$ cat config.mk
export PLATFORM = sky130hd
export DESIGN_NAME = icache_direct
export DESIGN_NICKNAME = d
export VERILOG_FILES = /design/src/rtl/icache_direct.sv
export SDC_FILE = /design/constraint.sdc
export NUM_CORES = 1
export LEC_CHECK = 0
export ABC_AREA = 1
export CAP_MARGIN = 10
export CORE_AREA = 8 8 251 313
export CTS_BUF_LIST = sky130_fd_sc_hd__clkbuf_8
export DETAILED_ROUTE_END_ITERATION = 16
export DIE_AREA = 0 0 259 321
export PLACE_DENSITY = 0.72
export SLEW_MARGIN = 20
export SYNTH_ARGS = -nofsm -noshare
export SYNTH_HDL_FRONTEND = slang
export SYNTH_SLANG_ARGS = --single-unit
export TNS_END_PERCENT = 5
$ cat constraint.sdc
create_clock -name CLK -period 6.48 [get_ports CLK]
set_input_delay 1.62 -clock CLK [delete_from_list [all_inputs] [get_ports CLK]]
set_output_delay 1.62 -clock CLK [all_outputs]
set_load 0.02 [all_outputs]
$ cat src/rtl/icache_direct.sv
// icache_direct: direct-mapped, one-word-per-line, read-only instruction cache.
// Hits return data combinationally from IDLE; a miss moves to FETCH and holds
// iREN/iaddr until the arbiter lowers iwait, then writes the line.
// Optional build macro ICACHE_STATS_EN adds the hit_count/miss_count outputs.
module icache_direct #(
    parameter int SETS  = 16,
    parameter int IDX_W = $clog2(SETS),
    parameter int TAG_W = 32 - IDX_W - 2
) (
    input  logic        CLK,
    input  logic        nRST,
    input  logic        imemREN,
    input  logic [31:0] imemaddr,
    input  logic        flush,
    output logic        ihit,
    output logic [31:0] imemload,
    output logic        iREN,
    output logic [31:0] iaddr,
    input  logic        iwait,
    input  logic [31:0] iload
`ifdef ICACHE_STATS_EN
    ,
    output logic [31:0] hit_count,
    output logic [31:0] miss_count
`endif
);

    typedef enum logic {
        IDLE  = 1'b0,
        FETCH = 1'b1
    } state_e;

    state_e           state_q, state_d;
    logic [31:0]      miss_addr_q, miss_addr_d;
    logic             flush_pend_q, flush_pend_d;
    logic [SETS-1:0]  valid_q, valid_d;

    // Tag and data arrays carry no reset; only the valid bits do.
    logic [TAG_W-1:0] tag_q  [SETS];
    logic [31:0]      data_q [SETS];

    logic [IDX_W-1:0] req_idx;
    logic [TAG_W-1:0] req_tag;
    logic [IDX_W-1:0] fill_idx;
    logic [TAG_W-1:0] fill_tag;
    logic             lookup_hit;
    logic             fill_we;
    logic [SETS-1:0]  fill_sel;
    logic [1:0]       unused_byte_off;

    assign req_idx  = imemaddr[IDX_W+1:2];
    assign req_tag  = imemaddr[31:IDX_W+2];
    assign fill_idx = miss_addr_q[IDX_W+1:2];
    assign fill_tag = miss_addr_q[31:IDX_W+2];

    // Byte offset never takes part in lookup or fill.
    assign unused_byte_off = imemaddr[1:0];

    assign lookup_hit = valid_q[req_idx] & (tag_q[req_idx] == req_tag);

    // One-hot decode of the line being filled, used to set its valid bit.
    for (genvar gi = 0; gi < SETS; gi++) begin : g_fill_sel
        assign fill_sel[gi] = (fill_idx == IDX_W'(gi));
    end

    // Next-state and output decode for the IDLE/FETCH controller.
    always_comb begin
        state_d      = state_q;
        miss_addr_d  = miss_addr_q;
        flush_pend_d = flush_pend_q;
        valid_d      = valid_q;
        ihit         = 1'b0;
        imemload     = 32'd0;
        iREN         = 1'b0;
        iaddr        = 32'd0;
        fill_we      = 1'b0;

        case (state_q)
            IDLE: begin
                if (imemREN && lookup_hit) begin
                    ihit     = 1'b1;
                    imemload = data_q[req_idx];
                end else if (imemREN) begin
                    miss_addr_d = {imemaddr[31:2], 2'b00};
                    state_d     = FETCH;
                end
                // The lookup above still sees the pre-flush contents.
                if (flush) begin
                    valid_d = '0;
                end
            end
            FETCH: begin
                iREN  = 1'b1;
                iaddr = miss_addr_q;
                if (flush) begin
                    flush_pend_d = 1'b1;
                end
                if (!iwait) begin
                    fill_we = 1'b1;
                    state_d = IDLE;
                    // A flush seen at any point during the fill, including
                    // this last cycle, also wipes the line just filled.
                    if (flush_pend_q || flush) begin
                        valid_d      = '0;
                        flush_pend_d = 1'b0;
                    end else begin
                        valid_d = valid_q | fill_sel;
                    end
                end
            end
            default: begin
                state_d = IDLE;
            end
        endcase
    end

    // Controller state, latched miss address, pending flush and valid bits.
    always_ff @(posedge CLK or negedge nRST) begin
        if (!nRST) begin
            state_q      <= IDLE;
            miss_addr_q  <= 32'd0;
            flush_pend_q <= 1'b0;
            valid_q      <= '0;
        end else begin
            state_q      <= state_d;
            miss_addr_q  <= miss_addr_d;
            flush_pend_q <= flush_pend_d;
            valid_q      <= valid_d;
        end
    end

    // Line write on fill completion; reset forces IDLE so no write can occur.
    always_ff @(posedge CLK) begin
        if (fill_we) begin
            tag_q[fill_idx]  <= fill_tag;
            data_q[fill_idx] <= iload;
        end
    end

`ifdef ICACHE_STATS_EN
    logic [31:0] hit_count_q;
    logic [31:0] miss_count_q;
    logic        miss_start;

    assign miss_start = (state_q == IDLE) && (state_d == FETCH);

    // Free-running event counters; they wrap and ignore flush.
    always_ff @(posedge CLK or negedge nRST) begin
        if (!nRST) begin
            hit_count_q  <= 32'd0;
            miss_count_q <= 32'd0;
        end else begin
            if (ihit) begin
                hit_count_q <= hit_count_q + 32'd1;
            end
            if (miss_start) begin
                miss_count_q <= miss_count_q + 32'd1;
            end
        end
    end

    assign hit_count  = hit_count_q;
    assign miss_count = miss_count_q;
`endif

endmodule

# == Yosys cells after proc, flatten, opt, wreduce, memory -nomap -nowiden ==
# Memories as Yosys holds them, arrays and structs flattened.
# Cells that the tools add are included.
# classes
order_cmp,1
n_eq_ne,18
n_mux,23
bitwise_logic,4
reduce_logical,5
# ops
operator,n
$mux W32,3
$mux W16,3
$eq A4 B4 Y1 const B,8
$pmux W16 S2,1
$eq A26 B26 Y1,1
$eq A4 B3 Y1 const B,4
$or A16 B16 Y16,1
$mux W1,14
$eq A4 B2 Y1 const B,2
$lt A4 B5 Y1 const B,1
$bmux W1 S4,1
$eq A4 B1 Y1 const B,1
$logic_not A4 Y1,1
$ne A2 B2 Y1 const B,2
$reduce_and A3 Y1,1
$not A1 Y1,2
$pmux W1 S2,1
$reduce_and A2 Y1,1
$and A1 B1 Y1,1
$logic_and A1 B1 Y1,1
$logic_or A1 B1 Y1,1
# totals
reg_bits,48
ramBits,928
out_inout_bits,66
elab_cells,57
mem_count,2
# mem_list
name,words,word_bits,rd,rd_ports_with_merged_regs,wr,line_no,rtl
data_q,16,32,1,0,1,40,logic [31:0] data_q [SETS];
tag_q,16,26,1,0,1,39,logic [TAG_W-1:0] tag_q [SETS];

# == Depth between registers and ports, before layout ==
# depth
ltp_word,6
ltp_mapped,21
mapped_depth_nobuf,18

# == Least setup slack after synthesis ==
# OpenSTA, ideal clock, no wires.
# synth_path
path_kind,input to register
startpoint,in iwait
endpoint,mem data_q[7][0] (enable)
arrival_time_ns,5.898
t_required_ns,5.934
setup_slack_ns,0.036
path_stages,3
path_buffers,0
cell_sequence,nor2_1 > clkinv_1 > nor3_1
# synth_via
elab_chain_len,4
# synth_rtl
element,line_no,rtl
start: declaration,19,"input logic iwait,"
$mux W1,98,if (!iwait) begin
$mux W1,78,case (state_q)
$mux W1,134,if (fill_we) begin
$mux W1 (not written as such),136,data_q[fill_idx] <= iload;
end: declaration,40,
# Every way passes these cells.

# == Worst setup path after layout ==
# layout_path
startpoint,in imemaddr[2]
endpoint,out imemload[17]
# layout_via
elab_chain_len,6
elab_cells_between_ends,9
classes_between,eq/ne (1); mux (4); bitwise (1); reduce/logical (1); memory (2)
# layout_rtl
element,line_no,rtl
start: declaration,13,"input logic [31:0] imemaddr,"
$mem_v2 Z16 W26 or $bmux W1 S4 (tied branches),n/a,
$eq A26 B26 Y1 or $mux W1 (tied branches),59,assign lookup_hit = valid_q[req_idx] & (tag_q[req_idx] == req_tag);
$and A1 B1 Y1,59,
$logic_and A1 B1 Y1,80,if (imemREN && lookup_hit) begin
$mux W32 *,80,
$mux W32 *,78,
end: declaration,16,"output logic [31:0] imemload,"
# Mark *: on every way between the ends. The rest lies on a longest branch, timed or not. The select of a mux whose other input is x is not followed.

==> flow_metrics.tcl <==
set metrics [dict create \
    syn_to_final_growth_pct 13.2 \
    synthCells 3422 \
    die_area_mm2 0.0831 \
    pwr-share-seq 0.571 \
    grt_pass1_vias 26000 \
    fin_util 0.615 \
    worstPathArrival_ns 4.69 \
    vias_per_cell 5.83 \
    p_int_mw 9.78 \
    comb_power_share 0.084 \
    cp_max_fo 42 \
    cts_tree "done" \
    grt_max_degree 135 \
    final_max_slew_viol_count 0 \
    startpoint_type "primary input" \
    cts_buffers 144 \
    holdBufCountCts 0 \
    status "completed" \
    dp.final_hpwl_mm 53.7 \
    final_common_cell "nand2_1" \
    clkPwrFrac 0.346 \
    pin_count 135 \
    yosysTopAreaCell "edfxtp_1" \
    io_buffers 130 \
    insertion_delay_ns 0.81 \
    endpoint_kind "output pin" \
    crit_top_cell "nand2_1" \
    fin_skew_ns 0.0424 \
    start_util 0.543 \
    syn_area_mm2 0.0401 \
    final_nets 3640 \
    use_met2 0.398 \
    critPathMaxStageDelay_ns 0.60 \
    placeableCoreArea_mm2 0.0739 \
    place_inst 4392 \
    hold_viol 0 \
    total_power_mw 13.0 \
    clkTransAtPathRegs_ns 0.06 \
    synth.area.top_cells "edfxtp_1 69%, nand2_1 8.9%, nand3_1 3.8%" \
    vias 27100 \
    synth_top_area_frac 0.695 \
    grt.overflow.total 0 \
    drive_gt1_frac 0.0791 \
    die_width_um 259 \
    fp-row-count 112 \
    required_ns 4.86 \
    place.gp.congestion 0.871 \
    power.density_mw_per_mm2 287 \
    drt-initial-drc-count 2935 \
    clockBufferDepth 3 \
    yosys_warnings 0 \
    p_switching_mw 3.25 \
    design_area_mm2 0.0454 \
    routedWlPerCell_um 22.2 \
    grt_util_all_layers 0.244 \
    cap_violations 0 \
    synth_seq_area_share 0.725 \
    post_cts_buffers 0 \
    leakagePower_nw 17.1 \
    ys_ff_latch 976 \
    layout.cells.non_filler 4650 \
    final_cell_mix "951 x nand2_1, 928 x edfxtp_1, 303 x nand3_1" \
    yosysUniqueCellTypes 28 \
    grt_pass1_wl_mm 154 \
    post-route-min-period_ns 6.31 \
    rsz0062_at_grt "false" \
    crit_type "in2out" \
    antenna_found_initial 6 \
    die_h_um 321 \
    finalWirelength_mm 103 \
    cts_max_level 4 \
    grt-busiest-layer "met2" \
    dr.pass1.iters 6 \
    fin_tns_setup_ns 0 \
    fmax_ghz 0.159 \
    switching_share 0.249 \
    ant_nets 0 \
    drc 0 \
    syn_area_per_cell_um2 11.7 \
    finalCritPeriodShare 0.973 \
    min_path_type "reg2reg" \
    use_met3 0.0465 \
    clockRootBuffer "clkbuf_8" \
    worstMarginPinSlew_ns 1.20 \
    crit_slowest_cell "clkdlybuf4s50_1" \
    relSlewSlack 0.198 \
    met1_usage 0.320 \
    cp_cell_sequence "buf_8 -> inv_12 -> buf_16 -> nand2_1 -> nand2_1 -> nand2_1 -> nand3_1 -> nand3_1 -> nand3_1 -> nand2_1 -> nor2_1 -> nand2_1 -> nor2_1 -> nand2_1 -> nor2_1 -> nand2_2 -> buf_12 -> nor2_1 -> buf_4 -> clkdlybuf4s50_1" \
    fill_cells 5642 \
    placed_cell_area_mm2 0.0428 \
    setup_viol 0 \
    cts_num_sinks 976 \
    worst_ir_drop_vdd_mv 0.208 \
]
final timing paths:
path	from	to	slack [ns]	depth (start not counted)
worst max-delay path	imemaddr[2]	imemload[17]	0.17	20
worst min-delay path	flush_pend_q	flush_pend_q	0.51	2
worst max register to register	state_q	tag_q[13][24]	2.43	6
worst min register to register	flush_pend_q	flush_pend_q	0.51	2
max in group asynchronous	nRST	state_q	4.92	2
min in group asynchronous	nRST	miss_addr_q[14]	0.96	2
registers in the layout, summed over array words and instances, names as in the netlist:
| signal | cells |
|---|---|
| data_q | 512 |
| tag_q | 416 |
| miss_addr_q | 30 |
| valid_q | 16 |
| flush_pend_q | 1 |
| state_q | 1 |
worst max-delay path, delay by kind of cell:
| family | cells | cell delay (ns) |
|---|---|---|
| buf+inv | 6 | 1.55 |
| simple gates | 14 | 1.44 |
cell families after synthesis:
family | synth area share
flops | 0.725
other cells | 0.0000935
simple gates | 0.148
compound gates | 0.0802
buf+inv | 0.0467
layout make-up:
| cell class | count | area (µm²) | share of cell area |
|---|---|---|---|
| Clock inverter | 96 | 424 | 0.00934 |
| Inverter | 230 | 893 | 0.0197 |
| Multi-Input combinational cell | 2003 | 9300 | 0.205 |
| Clock buffer | 157 | 2160 | 0.0476 |
| Tap cell | 969 | 1210 | 0.0267 |
| Antenna cell | 3 | 7.51 | 0.000165 |
| Sequential cell | 976 | 29100 | 0.640 |
| Timing Repair Buffer | 216 | 2360 | 0.0519 |
cell usage after synthesis, drive strengths merged:
library cell and instances:
buf 110, nand4 2, nand3b 4, edfxtp 928, a32oi 7, inv 228
conb 1, nor3 2, a31oi 3, o31ai 32, clkinv 2, o21ai 87
dfrtp 48, nor2 215, nand2 952, a221oi 112, clkbuf 104, o22ai 8
o211ai 24, nand3 303, a21oi 250
metrics by stage:
step	hold slack, ns	worst slack (ns)
6_report	0.510	0.175
3_5_place_dp	0.490	0.187
5_1_grt	0.547	0.00841
3_3_place_gp	0.478	0.200
4_1_cts	0.504	0.150
2_1_floorplan	0.463	0.0358
what timing repair did:
item                                    CTS  global route
gates resized for setup                   0             5
endpoints found under the setup margin    0             4
hold endpoints to repair                  0             0
power groups by stage:
stage	Clock [mW]	Sequential (mW)	Combinational, mW
detailed placement	0	7.56	1.07
finish	4.50	7.44	1.09
CTS	4.57	7.43	1.08
global route	4.83	7.46	1.19
global placement	0	7.55	1.05
floorplan	0	7.48	0.636
per-layer routing:
layer / share of wire / vias up
li1: - / 12400
met1: 0.39 / 13200
met2: 0.48 / 1334
met3: 0.090 / 227
met4: 0.035 / 6
met5: 0.00038 / -
Note: power is estimated with default switching activity, not from simulation.
